<file path="src/rtl/cpu_io_host.sv">
// Host-side endpoint of the CPU word I/O handshake: an input FIFO that feeds
// input_data/input_ready, and an output FIFO that captures CPU output strobes.
module cpu_io_host #(
    parameter int WIDTH = 32,
    parameter int DEPTH = 4
) (
    input  logic             clk,
    input  logic             rst,
    input  logic [WIDTH-1:0] host_in_data,
    input  logic             host_in_valid,
    output logic             host_in_ready,
    output logic [WIDTH-1:0] input_data,
    output logic             input_ready,
    input  logic             input_ack,
    input  logic [WIDTH-1:0] output_data,
    input  logic             output_ready,
    output logic [WIDTH-1:0] host_out_data,
    output logic             host_out_valid,
    input  logic             host_out_pop,
    output logic             overflow
);
    localparam int AW = (DEPTH > 1) ? $clog2(DEPTH) : 1;
    localparam int CW = AW + 1;
    localparam logic [CW-1:0] FULL = CW'(DEPTH);

    // ---------------- input FIFO ----------------
    logic [WIDTH-1:0] in_mem [DEPTH];
    logic [AW-1:0]    in_wr, in_rd;
    logic [CW-1:0]    in_cnt;
    logic             push_in, pop_in;

    // Ready depends only on registered count; rst gating holds it low in reset.
    assign host_in_ready = rst && (in_cnt != FULL);
    assign input_ready   = (in_cnt != '0);
    assign input_data    = in_mem[in_rd];
    assign push_in       = host_in_valid && host_in_ready;
    assign pop_in        = input_ack && input_ready;

    always_ff @(posedge clk or negedge rst) begin
        if (!rst) begin
            in_wr  <= '0;
            in_rd  <= '0;
            in_cnt <= '0;
        end else begin
            if (push_in) in_wr <= in_wr + AW'(1);
            if (pop_in)  in_rd <= in_rd + AW'(1);
            if (push_in && !pop_in)      in_cnt <= in_cnt + CW'(1);
            else if (pop_in && !push_in) in_cnt <= in_cnt - CW'(1);
        end
    end

    always_ff @(posedge clk) begin
        if (push_in) in_mem[in_wr] <= host_in_data;
    end

    // ---------------- output capture + FIFO ----------------
    logic [WIDTH-1:0] out_mem [DEPTH];
    logic [AW-1:0]    out_wr, out_rd;
    logic [CW-1:0]    out_cnt;
    logic             prev_ord, capture, accept, pop_out, out_full;

    // prev_ord resets to 1 so a strobe held across reset release is ignored.
    assign capture        = output_ready && !prev_ord;
    assign out_full       = (out_cnt == FULL);
    assign host_out_valid = (out_cnt != '0);
    assign host_out_data  = out_mem[out_rd];
    assign pop_out        = host_out_pop && host_out_valid;
    assign accept         = capture && (!out_full || pop_out);

    always_ff @(posedge clk or negedge rst) begin
        if (!rst) begin
            out_wr   <= '0;
            out_rd   <= '0;
            out_cnt  <= '0;
            prev_ord <= 1'b1;
            overflow <= 1'b0;
        end else begin
            prev_ord <= output_ready;
            if (accept)  out_wr <= out_wr + AW'(1);
            if (pop_out) out_rd <= out_rd + AW'(1);
            if (accept && !pop_out)      out_cnt <= out_cnt + CW'(1);
            else if (pop_out && !accept) out_cnt <= out_cnt - CW'(1);
            if (capture && out_full && !pop_out) overflow <= 1'b1;
        end
    end

    always_ff @(posedge clk) begin
        if (accept) out_mem[out_wr] <= output_data;
    end

endmodule

</file>
<file path="config.mk">
export PLATFORM = sky130hd
export DESIGN_NAME = cpu_io_host
export DESIGN_NICKNAME = d
export VERILOG_FILES = /design/src/rtl/cpu_io_host.sv
export SDC_FILE = /design/constraint.sdc
export NUM_CORES = 1
export LEC_CHECK = 0
export BUFFER_PORTS_ARGS = -buffer_cell sky130_fd_sc_hd__buf_2
export CORE_MARGIN = 2
export CORE_UTILIZATION = 25
export CTS_CLUSTER_DIAMETER = 30
export CTS_CLUSTER_SIZE = 12
export DETAILED_ROUTE_END_ITERATION = 12
export GPL_ROUTABILITY_DRIVEN = 0
export GPL_TIMING_DRIVEN = 0
export PLACE_DENSITY_LB_ADDON = 0.05
export SYNTH_ARGS = -nofsm -noshare
export SYNTH_HDL_FRONTEND = slang
export SYNTH_SLANG_ARGS = --single-unit
</file>
<file path="constraint.sdc">
create_clock -name clk -period 2.17 [get_ports clk]
set_input_delay 0.434 -clock clk [delete_from_list [all_inputs] [get_ports clk]]
set_output_delay 0.434 -clock clk [all_outputs]
set_load 0.02 [all_outputs]
</file>
==> results of run 1 <==
## metrics by stage
stage / total power [mW] / hold WS [ns] / utilization (%) / TNS, ns / setup WS (ns)
2_1_floorplan: 10.3 / 0.138 / - / 0 / 0.0449
3_3_place_gp: 12.0 / 0.397 / 28.8 / -268.81 / -1.17
3_5_place_dp: 12.2 / 0.406 / 29.3 / -17.61 / -0.368
4_1_cts: 23.8 / 0.0408 / 36.4 / -13.61 / -0.271
5_1_grt: 24.8 / 0.0530 / 37.0 / -15.56 / -0.276
6_report: 23.7 / 0.0855 / 37.0 / -10.82 / -0.207
## layer usage
metal	vias to the layer above	global-route usage, %
met2	138	18.8
met5	-	0
met1	2668	13.5
met4	2	5.06
li1	2228	-
met3	55	4.32
## what timing repair did
action	4_1_cts	5_1_grt
pin swaps	0	3
setup endpoints to repair	65	67
cloned	2	4
buffers inserted	6	7
resized for setup	100	17
endpoints found under the hold margin	16	0
hold buffers	3	0
## path summary, 6_finish.rpt
kind	end	slack, ns	cells past startpoint
max	host_out_data[29]	-0.21	4
min	out_mem[3][30]$_DFFE_PP_	0.09	1
max reg2reg	in_cnt[2]$_DFFE_PN0P_	0.10	8
min reg2reg	overflow$_DFFE_PN0P_	0.48	1
max in group asynchronous	out_rd[1]$_DFFE_PN0N_	1.06	2
min in group asynchronous	prev_ord$_DFF_PN1_	0.42	2
## cell usage in the layout, fill, tap and decap left out, drive strengths merged
cell	n
fa	2
a21boi	1
nand3	2
dfstp	1
mux4	64
xnor2	8
a21oi	1
clkbuf	88
ha	10
clkinvlp	12
a31o	1
inv	12
nand2	3
xor2	4
buf	174
mux2	4
bufinv	9
or3	2
and2	8
clkinv	20
edfxtp	256
dfrtp	15
dlygate4sd3	3
nor3b	1
nor4b	1
nor2	3
## Yosys cell counts, drive strengths merged, types with 3 or more instances
library cell	number	share of area, %
mux2	4	0.48
xnor2	8	0.69
nand2	3	0.11
ha	10	1.2
and2	8	0.49
mux4	64	14
dfrtp	15	3.7
xor2	4	0.34
inv	7	0.26
nor2	3	0.11
edfxtp	256	76
buf	14	1.2
## cell families (layout without fill, tap and decap cells)
group / count (synthesis) / in the layout / synth area share, %
DFF: 272 / 272 / 79.6
muxes: 68 / 68 / 14.7
buffers and inverters: 23 / 318 / 1.51
and+or+nand+nor: 20 / 20 / 1.35
adders and majority gates: 12 / 12 / 1.62
xor gates and xnor gates: 12 / 12 / 1.03
AOI/OAI and AO/OA: 3 / 3 / 0.246
## state kept, by name, summed over array words and instances (netlist names)
name / count
out_wr: 2
in_mem: 128
in_cnt: 3
out_rd: 2
overflow: 1
prev_ord: 1
in_rd: 2
out_mem: 128
out_cnt: 3
in_wr: 2
## power by group through the flow
stage               combinational (mW)  clock [mW]  sequential (mW)
floorplan                         3.55           0             6.74
global placement                  5.24           0             6.78
detailed placement                5.41           0             6.78
CTS                               6.38        10.6             6.76
global route                      7.01        11.0             6.81
finish                            6.53        10.4             6.75
## area by class of cell
class	instances	area [sq um]
clock inverter	46	508
inverter	7	26.3
timing repair buffer	167	1380
buffer	14	209
multi-input combinational	115	1960
sequential	272	8090
fill	3611	25200
tap	525	657
clock buffer	84	1910
## worst max-delay path, stage by stage (launching register included)
cell and delay (ns):
dfrtp_1 0.37, buf_12 0.18, clkbuf_16 0.17, mux4_2 0.49, buf_2 0.17
==> metrics.txt, run 1 <==
status=finished with violations; failing checks=negative setup slack; Area Overhead vs Synth=45.1%; HP Start=output_data[30]; RSZ-0062 raised after global routing=true; post-synth net total=492; full die area=between 0.04 and 0.05 sq mm; synth warn=0; PnR worst setup slack=-0.207 ns; residual DRC count=0; switching pwr=6.57 mW; register area share after synthesis=about four fifths; Initial Utilization=25.5%; via count=5091; post-route clock period utilization=110%; global-route wire length before repair=around 35000 microns; final setup fails=64; drt wl/cell=19.3 microns; number of distinct library cells after synthesis=24; Int Pwr=17.1 mW; worst endpoint required time=1.74 ns; placement row count=73; Slew @ Worst Pin=0.788 ns; clock network power share=43.9%; gr usage total=between 10% and 20%; largest net degree at the start of global routing=24; Fin Clk Skew=~0.020 ns; CTS tree=yes; Die X=206 microns; deepest clock path buffer count=3; Routed met1 length=9720 microns; Remaining Overflow, GRT=0; Root Driver=clkbuf_16; Inst Count DP=1080; Core ar.=roughly 0.04 sq mm; Worst setup SP type=flop; minimum clock period=around 2.4 ns; power share of the combinational group=between 20% and 30%; Post-synth EDFFs=256; Crit Reg-Reg Startpoint=in_cnt[0]$_DFFE_PN0P_; ys flop type=edfxtp_1; HPWL Detailed=between 10000 and 15000 microns; Final Cell Area=between 0.01 and 0.015 sq mm; Iteration-0 DRC Markers=around 160; number of port buffers=around 140; sw frac=around 28%; wire length on met3=1590 microns; CTS Buf Count=between 70 and 80; critical path startpoint=out_rd[0]$_DFFE_PN0N_; Crit Path Category=reg2out; clk sinks=272; # H-tree levels=3; I/O pin total=about 140; hold crit path type=in2reg; vias per inst=4.14; power per cell area=1600 mW/mm^2; Antenna diodes=0; MaxCap Viol Count=0; critical path arrival=1.94 ns; vias in the first global route=5851; share of cells above drive strength 1=54.5%; Mapped Cells=410; metal2 WL=~12000 microns; Mapped Area=0.0102 sq mm; antenna viol nets, final=0; Leak=5.26 nW; Synth async-reset ratio=5.88%; Final #Nets=731; initial antenna violation count=1; Syn Area/Cell=24.8 sq um; Final Hold Viols=0; Finished Layout Cells=1230; sequential share of power=between 20 and 30%; Die Ht=206 microns; first-pass detailed-route iteration total=4; area of placed instances=0.0117 sq mm; clk slew on worst S/H paths=0.04 ns; Critical Path Fanout Max=9; Slew HR=47.3%; Max Freq=421 MHz; number of synthesized register bits=272; drt total wl=23800 microns; worst vdd ir=around 0.73 mV; Clock Latency Late Sink=~0.57 ns; Slew Viols, Final=0; Setup crit end kind=output port; Top Metal Used=met5
Power figures use the tool's default switching activity.
==> inputs of run 2 (changes only) <==
--- a/config.mk
+++ b/config.mk
@@ -13,7 +13,8 @@
 export DETAILED_ROUTE_END_ITERATION = 12
 export GPL_ROUTABILITY_DRIVEN = 0
 export GPL_TIMING_DRIVEN = 0
-export PLACE_DENSITY_LB_ADDON = 0.05
+export MAX_ROUTING_LAYER = met4
+export PLACE_DENSITY = 0.5
 export SYNTH_ARGS = -nofsm -noshare
 export SYNTH_HDL_FRONTEND = slang
 export SYNTH_SLANG_ARGS = --single-unit
==> run 2 against run 1 <==
Against the previous run:
- the flow still finishes with violations (negative setup slack)
- non-clock buffer count fell by 6
- critical path depth unchanged
- total power fell by 9.7%
- clock power shrank 18%
- utilization down 1.6 points
- highest routed layer is now met4
==> metrics.txt, run 2 (synthesis gave the netlist of run 1 again) <==
placement row count=73 (unchanged); deepest clock path buffer count=3 (unchanged); Core ar.=0.0399 sq mm (unchanged); reg2reg end=out_cnt[2]$_DFFE_PN0P_ (was in_cnt[2]$_DFFE_PN0P_); Area Overhead vs Synth=39.0% (was 45.1%); slowest library cell on the worst path=mux4_2 (unchanged); Reg area=0.00809 sq mm (unchanged); Leak=4.97 nW (was 5.26 nW); Fin Clk Skew=0.0146 ns (was 0.0200 ns); residual DRC count=0 (unchanged); Clock Latency Late Sink=0.57 ns (about the same); Max Freq=421 MHz (about the same); first-pass detailed-route iteration total=4 (unchanged); minimum clock period=2.38 ns (about the same); Post-Place Setup Slack=-0.387 ns (was -0.368 ns); largest net degree at the start of global routing=33 (was 24); HPWL Detailed=12800 microns (was 14500 microns); failing checks=negative setup slack (unchanged); vias in the first global route=5696 (was 5851); Crit Reg-Reg Startpoint=out_cnt[1]$_DFFE_PN0P_ (was in_cnt[0]$_DFFE_PN0P_); Final #Nets=710 (was 731); CTS Buf Count=57 (was 72); area of the multi-input gates=0.00197 sq mm (was 0.00196 sq mm); RSZ-0062 raised after global routing=true (unchanged); drt total wl=21000 microns (was 23800 microns); fill cell count=3678 (was 3611); number of port buffers=137 (unchanged); full die area=0.0423 sq mm (unchanged); Slew HR=38.3% (was 47.3%); worst endpoint required time=1.74 ns (about the same); Setup crit end kind=output port (unchanged); CP peak stage delay=0.51 ns (was 0.49 ns); I/O pin total=138 (unchanged); Iteration-0 DRC Markers=168 (was 155); CTS tree=yes (unchanged); Final Hold Viols=0 (unchanged); clk sinks=272 (unchanged); hold crit path type=in2reg (unchanged); Worst Hold Path EP=in_mem[2][27]$_DFFE_PP_ (was out_mem[3][30]$_DFFE_PP_); Initial Utilization=25.5% (unchanged); reg2reg path depth=8 (unchanged); PnR worst setup slack=-0.205 ns (was -0.207 ns); most frequent cells in the layout=edfxtp_1, buf_2, mux4_2 (was edfxtp_1, buf_2, clkbuf_16); initial antenna violation count=1 (unchanged); antenna viol nets, final=0 (unchanged); MaxCap Viol Count=0 (unchanged); Slew @ Worst Pin=0.925 ns (was 0.788 ns); Remaining Overflow, GRT=0 (unchanged); Regs by FF count=in_mem x128, out_mem x128 (unchanged); Crit Path Category=reg2out (unchanged); WHS Path Cells=1 (unchanged); Critical Path Fanout Max=9 (unchanged); critical path arrival=1.94 ns (about the same); gr usage total=10.4% (was 11.5%); Die Ht=206 microns (unchanged); status=finished with violations (unchanged); Die X=206 microns (unchanged); Most common cell on crit path=buf_12; post-layout util=35.4% (was 37.0%); # H-tree levels=2 (was 3); worst vdd ir=0.761 mV (was 0.727 mV); via count=4940 (was 5091); clk slew on worst S/H paths=0.05 ns (was 0.04 ns); global-route wire length before repair=31900 microns (was 35000 microns); Slew Viols, Final=0 (unchanged); drt wl/cell=17.6 microns (was 19.3 microns); vias per inst=4.13 (was 4.14); Root Driver=clkbuf_16 (unchanged); critical-path cell list=buf_12 > buf_12 > mux4_2 > buf_2 (was buf_12 > clkbuf_16 > mux4_2 > buf_2); most common cell after layout, fill and taps aside=edfxtp_1 (unchanged); share of cells above drive strength 1=52.9% (was 54.5%); power per cell area=1510 mW/mm^2 (was 1600 mW/mm^2); final setup fails=64 (unchanged); Worst setup SP type=flop (unchanged); flop2flop setup slack=0.13 ns (was 0.10 ns); post-route clock period utilization=109% (was 110%); HP Start=host_in_data[27] (was output_data[30])
==> run 2: cell type report <==
class                           count  area share [%]
Clock buffer                       63            10.4
Inverter                            7           0.186
Buffer                             14            1.42
Timing Repair Buffer              161            8.88
Multi-Input combinational cell    115            14.0
Clock inverter                     39            3.19
Antenna cell                        1          0.0177
Tap cell                          525            4.65
Sequential cell                   272            57.3
==> run 2: worst max-delay path by stage <==
| stage | start | endpoint | slack, ns | cells past startpoint |
|---|---|---|---|---|
| after floorplan | in_cnt[0]$_DFFE_PN0P_ | in_cnt[2]$_DFFE_PN0P_ | 0.04 | 8 |
| after global placement | rst | in_mem[3][6]$_DFFE_PP_ | -0.90 | 4 |
| after detailed placement | rst | in_mem[2][6]$_DFFE_PP_ | -0.39 | 4 |
| after CTS | in_rd[0]$_DFFE_PN0P_ | input_data[14] | -0.27 | 4 |
| after global routing | out_rd[0]$_DFFE_PN0N_ | host_out_data[25] | -0.28 | 4 |
| final | in_rd[0]$_DFFE_PN0P_ | input_data[28] | -0.21 | 4 |
==> run 2: worst max-delay path, delay by kind of cell, from the launching register on <==
kind / cells / cell delay, ns
flip-flops: 1 / 0.37
multiplexers: 1 / 0.51
buffers and inverters: 3 / 0.49
==> run 2: metal layers <==
| metal | wire length (microns) | vias to the layer above | global-route usage (%) |
|---|---|---|---|
| met5 | 0 | - | - |
| met4 | 724 | 0 | 5.24 |
| li1 | - | 2179 | - |
| met2 | 10900 | 120 | 17.2 |
| met3 | 1140 | 49 | 2.93 |
| met1 | 8290 | 2592 | 11.4 |
==> run 2: per-stage QoR <==
stage	cells	area [sq um]	hold WS (ns)	setup TNS, ns	power [mW]
after global routing	1197	14100	0.0459	-16.30	22.3
after detailed placement	1079	11700	0.404	-12.73	12.0
after global placement	1072	11500	0.388	-199.40	11.8
final	1197	14100	0.0699	-11.20	21.4
after CTS	1188	13800	0.0275	-14.46	21.2
after floorplan	410	10200	0.138	0	10.3
==> run 2: power breakdown <==
| group | internal [mW] | switching [mW] | total (mW) |
|---|---|---|---|
| clock | 5.72 | 2.78 | 8.50 |
| sequential | 6.47 | 0.292 | 6.76 |
| combinational | 3.09 | 3.01 | 6.10 |
==> run 2: what timing repair did <==
item                                   CTS  global route
setup endpoints to repair               65            86
pin swaps                                0             2
hold buffers                             3             0
endpoints found under the hold margin   16             0
setup buffers                            6             6
resized for setup                       57            57
gates cloned                             0             2
==> inputs of run 3 (changes only) <==
--- a/config.mk
+++ b/config.mk
@@ -15,6 +15,7 @@
 export GPL_TIMING_DRIVEN = 0
 export MAX_ROUTING_LAYER = met4
 export PLACE_DENSITY = 0.5
+export RECOVER_POWER = 25
 export SYNTH_ARGS = -nofsm -noshare
 export SYNTH_HDL_FRONTEND = slang
 export SYNTH_SLANG_ARGS = --single-unit
==> run 3 against run 2 <==
Against the previous run:
- the run still ends with negative setup slack left
- total power barely moved
- largest power group unchanged
- combinational power is essentially flat
- critical path depth unchanged
- first-iteration DRC count is 8.3% lower
- clock skew grew 0.0018 ns
- critical endpoint unchanged
- fmax barely moved
- routed wire length down 0.44%
- die area unchanged
- largest cell class unchanged
==> metrics.txt, run 3 (synthesis gave the netlist of run 1 again) <==
power per cell area=1520 mW/mm^2 (was 1510 mW/mm^2); most common cell after layout, fill and taps aside=edfxtp_1 (unchanged); fill cell count=3698 (was 3678); clk slew on worst S/H paths=0.05 ns (about the same); Worst setup SP type=flop (unchanged); most frequent cells in the layout=edfxtp_1, mux4_2, clkbuf_16 (was edfxtp_1, buf_2, mux4_2); Core ar.=0.0399 sq mm (unchanged); Routed met1 length=8260 microns (was 8290 microns); Slew @ Worst Pin=0.922 ns (was 0.925 ns); final setup fails=64 (unchanged); Fin Clk Skew=0.0164 ns (was 0.0146 ns); Inst Count DP=1079 (unchanged); Final #Nets=710 (unchanged); minimum clock period=2.38 ns (about the same); critical path depth=4 (unchanged); Critical Path Fanout Max=9 (unchanged); number of port buffers=137 (unchanged); placement row count=73 (unchanged); post-layout util=35.3% (was 35.4%); clk sinks=272 (unchanged); worst endpoint required time=1.74 ns (about the same); Top Metal Used=met4 (unchanged); share of cells above drive strength 1=46.9% (was 52.9%); critical path startpoint=in_rd[0]$_DFFE_PN0P_ (unchanged); # H-tree levels=2 (unchanged); vias per inst=4.13 (about the same); critical path arrival=1.94 ns (about the same); vias in the first global route=5696 (unchanged); Die X=206 microns (unchanged); I/O pin total=138 (unchanged); Max Freq=421 MHz (about the same); CTS tree=yes (unchanged); Regs by FF count=in_mem x128, out_mem x128 (unchanged); MaxCap Viol Count=0 (unchanged); Final TNS setup=-11.22 ns (was -11.20 ns); Iteration-0 DRC Markers=154 (was 168); Die Ht=206 microns (unchanged); Initial Utilization=25.5% (unchanged); Setup crit end kind=output port (unchanged); reg2reg end=out_cnt[2]$_DFFE_PN0P_ (unchanged); first-pass detailed-route iteration total=4 (unchanged); Crit Path Category=reg2out (unchanged); slowest library cell on the worst path=mux4_2 (unchanged); wire length on met3=1130 microns (was 1140 microns); Buf/Inv on CP=3 (unchanged); Most common cell on crit path=buf_12 (unchanged); CTS Buf Count=57 (unchanged); gr usage total=10.4% (unchanged); hold crit path type=in2reg (unchanged); drt total wl=20900 microns (was 21000 microns); Slew HR=38.5% (was 38.3%); largest net degree at the start of global routing=33 (unchanged); CP peak stage delay=0.51 ns (about the same); initial antenna violation count=1 (unchanged); Final Hold Viols=0 (unchanged); flop2flop setup slack=0.12 ns (was 0.13 ns); antenna viol nets, final=0 (unchanged); Clock Latency Late Sink=0.57 ns (about the same); reg2reg path depth=8 (unchanged); Area Overhead vs Synth=38.5% (was 39.0%); via count=4944 (was 4940); Root Driver=clkbuf_16 (unchanged); Remaining Overflow, GRT=0 (unchanged); critical-path cell list=buf_12 > buf_12 > mux4_2 > buf_2 (unchanged); CP endpoint=input_data[28] (unchanged); residual DRC count=0 (unchanged); post-route clock period utilization=109% (about the same); delay-heaviest family, CP=multiplexers (unchanged); Crit Reg-Reg Startpoint=out_cnt[1]$_DFFE_PN0P_ (unchanged); HPWL Detailed=12800 microns (unchanged); Slew Viols, Final=0 (unchanged); failing checks=negative setup slack (unchanged); drt wl/cell=17.5 microns (was 17.6 microns); full die area=0.0423 sq mm (unchanged); Leak=4.86 nW (was 4.97 nW); RSZ-0062 raised after global routing=true (unchanged); status=finished with violations (unchanged); deepest clock path buffer count=3 (unchanged); metal2 WL=10900 microns (about the same); PnR worst setup slack=-0.206 ns (was -0.205 ns); worst vdd ir=0.760 mV (was 0.761 mV); Finished Layout Cells=1197 (unchanged); global-route wire length before repair=31900 microns (unchanged)
[run 3: power breakdown]
group	leakage [nW]	switching, mW	internal [mW]
logic	1.43	3.01	3.08
clock network	0.931	2.78	5.72
registers	2.50	0.291	6.47
total	4.86	6.08	15.3
[run 3: per-stage QoR]
step                      instance area (sq um)  power (mW)  setup WS (ns)  hold WS, ns
after floorplan                           10200        10.3         0.0449        0.138
final                                     14100        21.4         -0.206       0.0837
after detailed placement                  11700        12.0         -0.387        0.404
after CTS                                 13800        21.2         -0.273       0.0275
after global placement                    11500        11.8         -0.905        0.388
after global routing                      14100        22.3         -0.283       0.0639
[run 3: how the worst min path moves through the flow]
stage | start | end | slack, ns | cells after the start
floorplan | rst | in_cnt[0]$_DFFE_PN0P_ | 0.14 | 0
global placement | rst | overflow$_DFFE_PN0P_ | 0.39 | 1
detailed placement | rst | overflow$_DFFE_PN0P_ | 0.40 | 1
CTS | output_data[0] | out_mem[1][0]$_DFFE_PP_ | 0.03 | 1
global route | output_data[4] | out_mem[2][4]$_DFFE_PP_ | 0.06 | 1
finish | output_data[13] | out_mem[3][13]$_DFFE_PP_ | 0.08 | 1
[run 3: cell type report]
class	count	area (sq um)	area share [%]
Timing Repair Buffer	161	1200	8.56
Inverter	7	26.3	0.187
Buffer	14	200	1.42
Multi-Input combinational cell	115	1970	14.0
Clock buffer	63	1470	10.4
Sequential cell	272	8090	57.5
Clock inverter	39	450	3.20
Antenna cell	1	2.50	0.0178
Tap cell	525	657	4.67
[run 3: layer usage]
metal / vias to the layer above / GRT usage (%)
met4: 0 / 5.24
met2: 127 / 17.2
met5: - / -
met1: 2591 / 11.4
li1: 2180 / -
met3: 46 / 2.93
[run 3: timing repair]
item	in CTS	in global routing
resized for setup	57	57
endpoints found under the setup margin	65	86
hold buffers	3	0
gates cloned	0	2
endpoints found under the hold margin	16	0
setup buffers	6	6
pin swaps	0	2
